$ cat config.mk
export PLATFORM = sky130hd
export DESIGN_NAME = rv32i_exec_datapath
export DESIGN_NICKNAME = d
export VERILOG_FILES = /design/src/rtl/rv32i_exec_datapath.sv
export SDC_FILE = /design/constraint.sdc
export NUM_CORES = 2
export LEC_CHECK = 0
export ABC_AREA = 1
export BUFFER_PORTS_ARGS = -buffer_cell sky130_fd_sc_hd__buf_2
export CAP_MARGIN = 20
export CORE_MARGIN = 1.5
export CORE_UTILIZATION = 33
export DETAILED_ROUTE_END_ITERATION = 16
export GPL_ROUTABILITY_DRIVEN = 1
export GPL_TIMING_DRIVEN = 1
export PLACE_DENSITY_LB_ADDON = 0.25
export SLEW_MARGIN = 25
export SYNTH_ARGS = -nofsm -noshare
export SYNTH_HDL_FRONTEND = slang
export SYNTH_SLANG_ARGS = --single-unit
$ cat constraint.sdc
create_clock -name clk -period 13 [get_ports clk]
set_input_delay 3.9 -clock clk [delete_from_list [all_inputs] [get_ports clk]]
set_output_delay 3.9 -clock clk [all_outputs]
set_load 0.02 [all_outputs]
$ cat src/rtl/rv32i_exec_datapath.sv
// rv32i_exec_datapath: execution datapath leaf for the rv32i multicycle core.
// Contains a combinational RV32I ALU, a 32x32 register file (x0 reads zero,
// two async read ports, one sync write port) and one enabled state register
// (instantiated for PC, PC_old and IR). All control comes from the core FSM.
//
// Optional feature macro: RF_WRITE_BYPASS_EN
//   defined   -> each read port forwards rf_wr_data on a same-cycle write to its address
//   undefined -> same-cycle reads return the stored (old) value
//
// Ports:
//   clk, rst                 clock, synchronous active-high reset
//   reg_ena, reg_d, reg_q    general register enable / next value / current value
//   rf_wr_ena/addr/data      register file write port
//   rf_rd_addr0/1, rf_rd_data0/1  register file read ports
//   alu_a, alu_b, alu_control     ALU operands and operation
//   alu_result, alu_overflow, alu_zero, alu_equal  ALU outputs
module rv32i_exec_datapath #(
    parameter int unsigned      REG_N     = 32,
    parameter logic [REG_N-1:0] REG_RESET = '0
) (
    input  logic             clk,
    input  logic             rst,
    input  logic             reg_ena,
    input  logic [REG_N-1:0] reg_d,
    output logic [REG_N-1:0] reg_q,
    input  logic             rf_wr_ena,
    input  logic [4:0]       rf_wr_addr,
    input  logic [31:0]      rf_wr_data,
    input  logic [4:0]       rf_rd_addr0,
    input  logic [4:0]       rf_rd_addr1,
    output logic [31:0]      rf_rd_data0,
    output logic [31:0]      rf_rd_data1,
    input  logic [31:0]      alu_a,
    input  logic [31:0]      alu_b,
    input  logic [3:0]       alu_control,
    output logic [31:0]      alu_result,
    output logic             alu_overflow,
    output logic             alu_zero,
    output logic             alu_equal
);

    localparam int unsigned XLEN = 32;

    localparam logic [3:0] ALU_AND  = 4'b0001;
    localparam logic [3:0] ALU_OR   = 4'b0010;
    localparam logic [3:0] ALU_XOR  = 4'b0011;
    localparam logic [3:0] ALU_SLL  = 4'b0101;
    localparam logic [3:0] ALU_SRL  = 4'b0110;
    localparam logic [3:0] ALU_SRA  = 4'b0111;
    localparam logic [3:0] ALU_ADD  = 4'b1000;
    localparam logic [3:0] ALU_SUB  = 4'b1100;
    localparam logic [3:0] ALU_SLT  = 4'b1101;
    localparam logic [3:0] ALU_SLTU = 4'b1111;

    // General enabled state register
    always_ff @(posedge clk) begin
        if (rst) begin
            reg_q <= REG_RESET;
        end else if (reg_ena) begin
            reg_q <= reg_d;
        end
    end

    // Register file storage; x0 has no storage and always reads zero
    logic [XLEN-1:0] rf_mem [1:31];

    always_ff @(posedge clk) begin
        if (rst) begin
            for (int i = 1; i < 32; i++) begin
                rf_mem[i] <= '0;
            end
        end else if (rf_wr_ena && (rf_wr_addr != 5'd0)) begin
            rf_mem[rf_wr_addr] <= rf_wr_data;
        end
    end

    // Asynchronous read ports
    always_comb begin
        rf_rd_data0 = '0;
        rf_rd_data1 = '0;
        if (rf_rd_addr0 != 5'd0) begin
            rf_rd_data0 = rf_mem[rf_rd_addr0];
        end
        if (rf_rd_addr1 != 5'd0) begin
            rf_rd_data1 = rf_mem[rf_rd_addr1];
        end
`ifdef RF_WRITE_BYPASS_EN
        // Forward the in-flight write so the reader sees the new value this cycle
        if (rf_wr_ena && !rst && (rf_wr_addr != 5'd0) && (rf_wr_addr == rf_rd_addr0)) begin
            rf_rd_data0 = rf_wr_data;
        end
        if (rf_wr_ena && !rst && (rf_wr_addr != 5'd0) && (rf_wr_addr == rf_rd_addr1)) begin
            rf_rd_data1 = rf_wr_data;
        end
`endif
    end

    // ALU
    logic [XLEN-1:0] alu_sum;
    logic [XLEN-1:0] alu_diff;
    logic [4:0]      alu_shamt;

    assign alu_sum   = alu_a + alu_b;
    assign alu_diff  = alu_a - alu_b;
    assign alu_shamt = alu_b[4:0];

    always_comb begin
        alu_result   = '0;
        alu_overflow = 1'b0;
        case (alu_control)
            ALU_AND:  alu_result = alu_a & alu_b;
            ALU_OR:   alu_result = alu_a | alu_b;
            ALU_XOR:  alu_result = alu_a ^ alu_b;
            ALU_SLL:  alu_result = alu_a << alu_shamt;
            ALU_SRL:  alu_result = alu_a >> alu_shamt;
            ALU_SRA:  alu_result = XLEN'($signed(alu_a) >>> alu_shamt);
            ALU_ADD: begin
                alu_result   = alu_sum;
                // Same-sign operands producing an opposite-sign sum
                alu_overflow = (alu_a[31] == alu_b[31]) && (alu_sum[31] != alu_a[31]);
            end
            ALU_SUB: begin
                alu_result   = alu_diff;
                // Opposite-sign operands with the result sign flipped from a
                alu_overflow = (alu_a[31] != alu_b[31]) && (alu_diff[31] != alu_a[31]);
            end
            ALU_SLT:  alu_result = {31'd0, ($signed(alu_a) < $signed(alu_b))};
            ALU_SLTU: alu_result = {31'd0, (alu_a < alu_b)};
            default:  alu_result = '0;
        endcase
    end

    assign alu_zero  = (alu_result == '0);
    assign alu_equal = (alu_a == alu_b);

endmodule

* Yosys cells after proc, flatten, opt, wreduce, memory -nomap -nowiden
Memories as Yosys holds them, arrays and structs flattened.
Index checks and enable logic that the tools add are counted.
** Cells by class
- Add/subtract/negate cells :: 2
- Order comparisons :: 2
- Eq/ne operators :: 15
- Shift operators :: 3
- Mux-type cells :: 12
- Bitwise gates (word level) :: 3
- Reductions and logical operators :: 8
** Operators by type and width (number)
- $pmux W32 S10 :: 1
- $mux W32 :: 3
- $lt A32 B32 Y1 :: 2
- $add A32 B32 Y32 :: 1
- $and A32 B32 Y32 :: 1
- $eq A32 B32 Y1 :: 1
- $logic_not A32 Y1 :: 1
- $or A32 B32 Y32 :: 1
- $reduce_or A32 Y1 :: 1
- $shl A32 B5 Y32 :: 1
- $shr A32 B5 Y32 :: 1
- $sshr A32 B5 Y32 :: 1
- $sub A32 B32 Y32 :: 1
- $xor A32 B32 Y32 :: 1
- $eq A4 B4 Y1 const B :: 4
- $reduce_bool A5 Y1 :: 3
- $eq A4 B3 Y1 const B :: 3
- $eq A4 B2 Y1 const B :: 2
- $mux W1 :: 6
- $mux W5 :: 1
- $eq A4 B1 Y1 const B :: 1
- $logic_and A1 B1 Y1 :: 3
- $ne A1 B1 Y1 :: 3
- $pmux W1 S2 :: 1
- $eq A1 B1 Y1 :: 1
** Storage, ports and cells
- Register bits after elaboration :: 32
- Bits in writable memories :: 992
- Bits of input ports :: 151
- Output and inout bits :: 131
- Memories :: 1
** Memories
- rf_mem :: depth 31, bits a word 32, rd ports 2, clocked after memory_dff 0, wr ports 31, line 65 : logic [XLEN-1:0] rf_mem [1:31];

* Depth between registers and ports, before layout
- Word-level depth :: 7
- Depth in mapped cells :: 23
- Depth with buffers taken out :: 21

* Worst setup path after synthesis
OpenSTA, ideal clock, no wires.
- Path kind :: input to output
- Start point :: input alu_b[2]
- End point :: output alu_zero
- Arrival :: 6.465 ns
- Data required time :: 9.100 ns
- Path slack :: 2.635 ns
- Stages :: 23
- Buffers on the path :: 4
- Path through :: buf_2 inv_2 buf_2 buf_2 ha_1 buf_4 nor2_1 nand2_1 nand3_2 nand2_1 nand2_1 nand2_1 nand2_1 nand2_1 nand2_2 nor2_1 nor2_1 nand3_1 nor2_1 nand2_1 nor2_1 nand2_1 nor2_2
** On the way
- Word-level cells in the longest chain between the ends :: 3
- Elaborated cells on any way between the ends :: 12
- Classes of those cells :: add/sub: 2; order compare: 2; shift: 3; mux: 1; bitwise: 3; reduce/logical: 1
** Ends and longest elaborated chain
- start: declaration :: line 34 : input logic [31:0] alu_b,
- $sub A32 B32 Y32 (tied with other cells) :: line 104 : assign alu_diff = alu_a - alu_b;
- $pmux W32 S10 (*) :: line 110 : case (alu_control)
- named net alu_result[31] :: line 36 : output logic [31:0] alu_result,
- $logic_not A32 Y1 (*) :: line 133 : assign alu_zero = (alu_result == '0);
- end: declaration :: line 38 : output logic alu_zero,
Mark *: on every way through the listed nets, which the timed path passes. The rest lies on a longest branch.

* Final worst setup path
- Start point :: input rf_rd_addr0[1]
- End point :: output rf_rd_data0[10]
** On the way
- Word-level cells in the longest chain between the ends :: 2
- Elaborated cells on any way between the ends :: 3
- Classes of those cells :: mux: 1; reduce/logical: 1; memory: 1
** Ends and longest elaborated chain
- start: declaration :: line 29 : input logic [4:0] rf_rd_addr0,
- $mem_v2 Z31 W32 / $reduce_bool A5 Y1 (equally long branches)
- $mux W32 (*) :: line 81 : if (rf_rd_addr0 != 5'd0) begin
- end: declaration :: line 31 : output logic [31:0] rf_rd_data0,
Mark *: on every way between the ends. The rest lies on a longest branch, timed or not.

==> results.yml <==
routing:
  ant_nets: 0
  wl_per_cell_microns: 27.9
  wl_met1_mm: 111
  dr.pass1.iters: 7
  route.detailed.drc: 0
  drt_iter0_drc: 9639
  vias: 65300
  wl_met3_mm: 34.7
  routed.top_layer: "met5"
  routed_wl_mm: 301
  wl_met2_mm: 135
  routed_via_density: 6.05
floorplanning:
  start_util: 0.333
  io_pins: 282
  die_w_microns: 447
  row_count: 162
  dieArea_sq_mm: 0.200
  design.core.area_sq_mm: 0.195
  die_h_microns: 447
power:
  cellPowerDensity_mw_per_mm2: 125
  p_int_mw: 6.27
  seqPwrFrac: 0.445
  clockPowerShare: 0.375
  combPwrFrac: 0.181
  ir_worst_vdd_uv: 170
  p_leak_nw: 27.9
  power.total_mw: 9.03
  power_switching_mw: 2.76
  switching_share: 0.306
clocking:
  postCtsSetupBuffers: 0
  cts_sinks: 1056
  cts_buffers: 111
  clockRootBuffer: "clkbuf_16"
  cts_hold_buf: 0
  clockBufferDepth: 3
  cts_resized: 0
  htreeDepth: 3
  cts.clk_slew.worst_paths_ns: 0.06
  clock_latency_ns: 0.74
  cts_tree: "built"
placement:
  pre_cts_ws_ns: 1.58
  dpl_cell_area_sq_mm: 0.0686
  numPortBuffers: 281
  dp_hpwl_mm: 186
  gp_congestion: 1.01
timing:
  fin_skew_ns: 0
  rsz0062_at_grt: "no"
  period_minus_slack_ns: 11.55
  max_slew_margin: 0.171
  slew_violations: 0
  fmax_ghz: 0.0865
  post-route-period-util: 0.889
  tightest_slew_ns: 1.24
  setup_viol: 0
  tns_ns: 0
  hold_viol: 0
  fin_ws_ns: 1.45
global_routing:
  grt_pass1_wl_mm: 426
  antenna_found_initial: 24
  gr-total-overflow: 0
  grtUsageTotal: 0.289
  grt_pass1_vias: 60900
  grt_max_degree: 164
min_path:
  holdCritPathClass: "register to register"
critical_path:
  cpMaxStageDelayCell: "inv_8"
  crit_path_start_kind: "input port"
  path_common_cell: "buf_4"
  cp.arrival_ns: 7.65
  required_ns: 9.10
  cp-end-kind: "output port"
  crit_chain: "buf_8, inv_8, buf_4, buf_4, a21oi_1, a32o_1, a21oi_1, o21ai_0, a31oi_1, buf_4, buf_2"
  worstPathMaxFanout: 131
  setup.worst_path.class: "input port to output port"
  max_stage_delay_ns: 0.82
logic_synthesis:
  synth-main-ff-cell: "edfxtp_1"
  synth_edf_count: 1024
  yosysMostFrequentCell: "nor2_1"
  syn_area_sq_mm: 0.0650
  synth-seq-cells: 1056
  synth_cell_types: 52
  netlist_top_cells_area: "edfxtp_1 47%, nor2_1 13%, o21ai_0 8.5%, nand2_1 5.4%, o221ai_1 5.1%"
  syn_inst: 8219
  synth_top_cells_by_count: "2281 x nor2_1, 1104 x o21ai_0, 1024 x edfxtp_1, 942 x nand2_1, 633 x nand3_1"
  yosysTopAreaCell: "edfxtp_1"
  yosys_warnings: 0
  avgSynthCellArea_sq_um: 7.91
  yosysSeqAreaShare: 0.483
  yosysTopAreaCellShare: 0.473
  synthArstFlopShare: 0
finish:
  fillers: 20100
  fin_area_sq_mm: 0.0724
  drive_gt1_frac: 0.0987
  nets: 8326
  syn2layout_area_growth_pct: 11.3
flow_run:
  drv_cap: 0
status:
  status: "finished, final reports clean"
-- worst max-delay path, delay by kind of cell --
family	cells	cell delay [ns]
buf+inv	6	2.23
compound gates	5	1.35
-- metrics by stage --
stage               hold WS, ns  utilization  cells
finish                    0.491        0.370  10800
global route              0.517        0.370  10800
CTS                       0.497        0.370  10800
detailed placement        0.478        0.351  10600
global placement          0.471        0.351  10600
floorplan                 0.591            -   8250
-- flip-flops by register name, indices dropped and copies added (netlist names) --
name,flops
rf_mem,1024
reg_q,32
-- path summary, 6_finish.rpt --
check	start	endpoint	slack (ns)	cells past startpoint
max	rf_rd_addr0[1]	rf_rd_data0[10]	1.45	11
min	reg_q[4]	reg_q[4]	0.49	2
max reg2reg	reg_q[19]	reg_q[19]	12.35	2
min reg2reg	reg_q[4]	reg_q[4]	0.49	2
-- power by group through the flow --
stage	logic [mW]	registers, mW	clock network (mW)
after detailed placement	1.58	4.08	0
after floorplan	0.919	4.06	0
final	1.63	4.01	3.38
after CTS	1.58	4.01	3.40
after global routing	1.72	4.03	3.52
after global placement	1.57	4.07	0
-- cells in the final DEF, fill, tap and decap left out, types with 16 or more instances in the layout --
cell | synthesis | final
ha_1 | 103 | 103
bufinv_16 | 0 | 16
nand3_1 | 633 | 629
edfxtp_1 | 1024 | 1024
o21ai_0 | 1104 | 1104
inv_2 | 17 | 37
dfxtp_1 | 32 | 32
o221ai_1 | 376 | 376
a21oi_1 | 188 | 188
nor2_1 | 2281 | 2279
nand3_2 | 13 | 17
buf_4 | 16 | 142
nand2_2 | 25 | 83
clkinv_2 | 0 | 33
inv_1 | 346 | 320
clkinv_1 | 8 | 25
o22ai_1 | 116 | 116
a31oi_1 | 69 | 68
clkbuf_16 | 0 | 115
o211ai_1 | 23 | 23
o21ai_1 | 18 | 18
buf_12 | 0 | 20
nor3_1 | 29 | 29
conb_1 | 1 | 32
buf_2 | 80 | 275
nand4_1 | 31 | 31
nand2_1 | 942 | 882
a32o_1 | 17 | 17
-- kinds of logic (layout without fill, tap and decap cells) --
logic type               after synthesis  after routing  share of synthesized area
AO/OA/AOI/OAI                       1938           1938                      0.178
buffers and inverters               1108           1025                     0.0676
adder cells (fa/ha/maj)              105            105                     0.0204
AND/OR/NAND/NOR                     4009           4009                      0.251
XOR/XNOR                               2              2                   0.000269
flip-flops                          1056           1056                      0.483
other                                  1             34                  0.0000577
-- layer usage --
layer  vias to the layer above  global-route usage
met5                         -                   0
met4                        24               0.171
met3                       944              0.0584
met2                      4718               0.460
met1                     31400               0.363
li1                      28200                   -
-- final cells by class --
class	count	area [sq um]	area share
Antenna cell	2	5.00	0.0000691
Clock buffer	134	2990	0.0413
Clock inverter	76	792	0.0109
Inverter	372	1440	0.0199
Multi-Input combinational cell	6086	29600	0.408
Sequential cell	1056	31400	0.434
Tap cell	2624	3280	0.0454
Timing Repair Buffer	443	2930	0.0404
No activity file was read; power rests on OpenSTA's default activity.
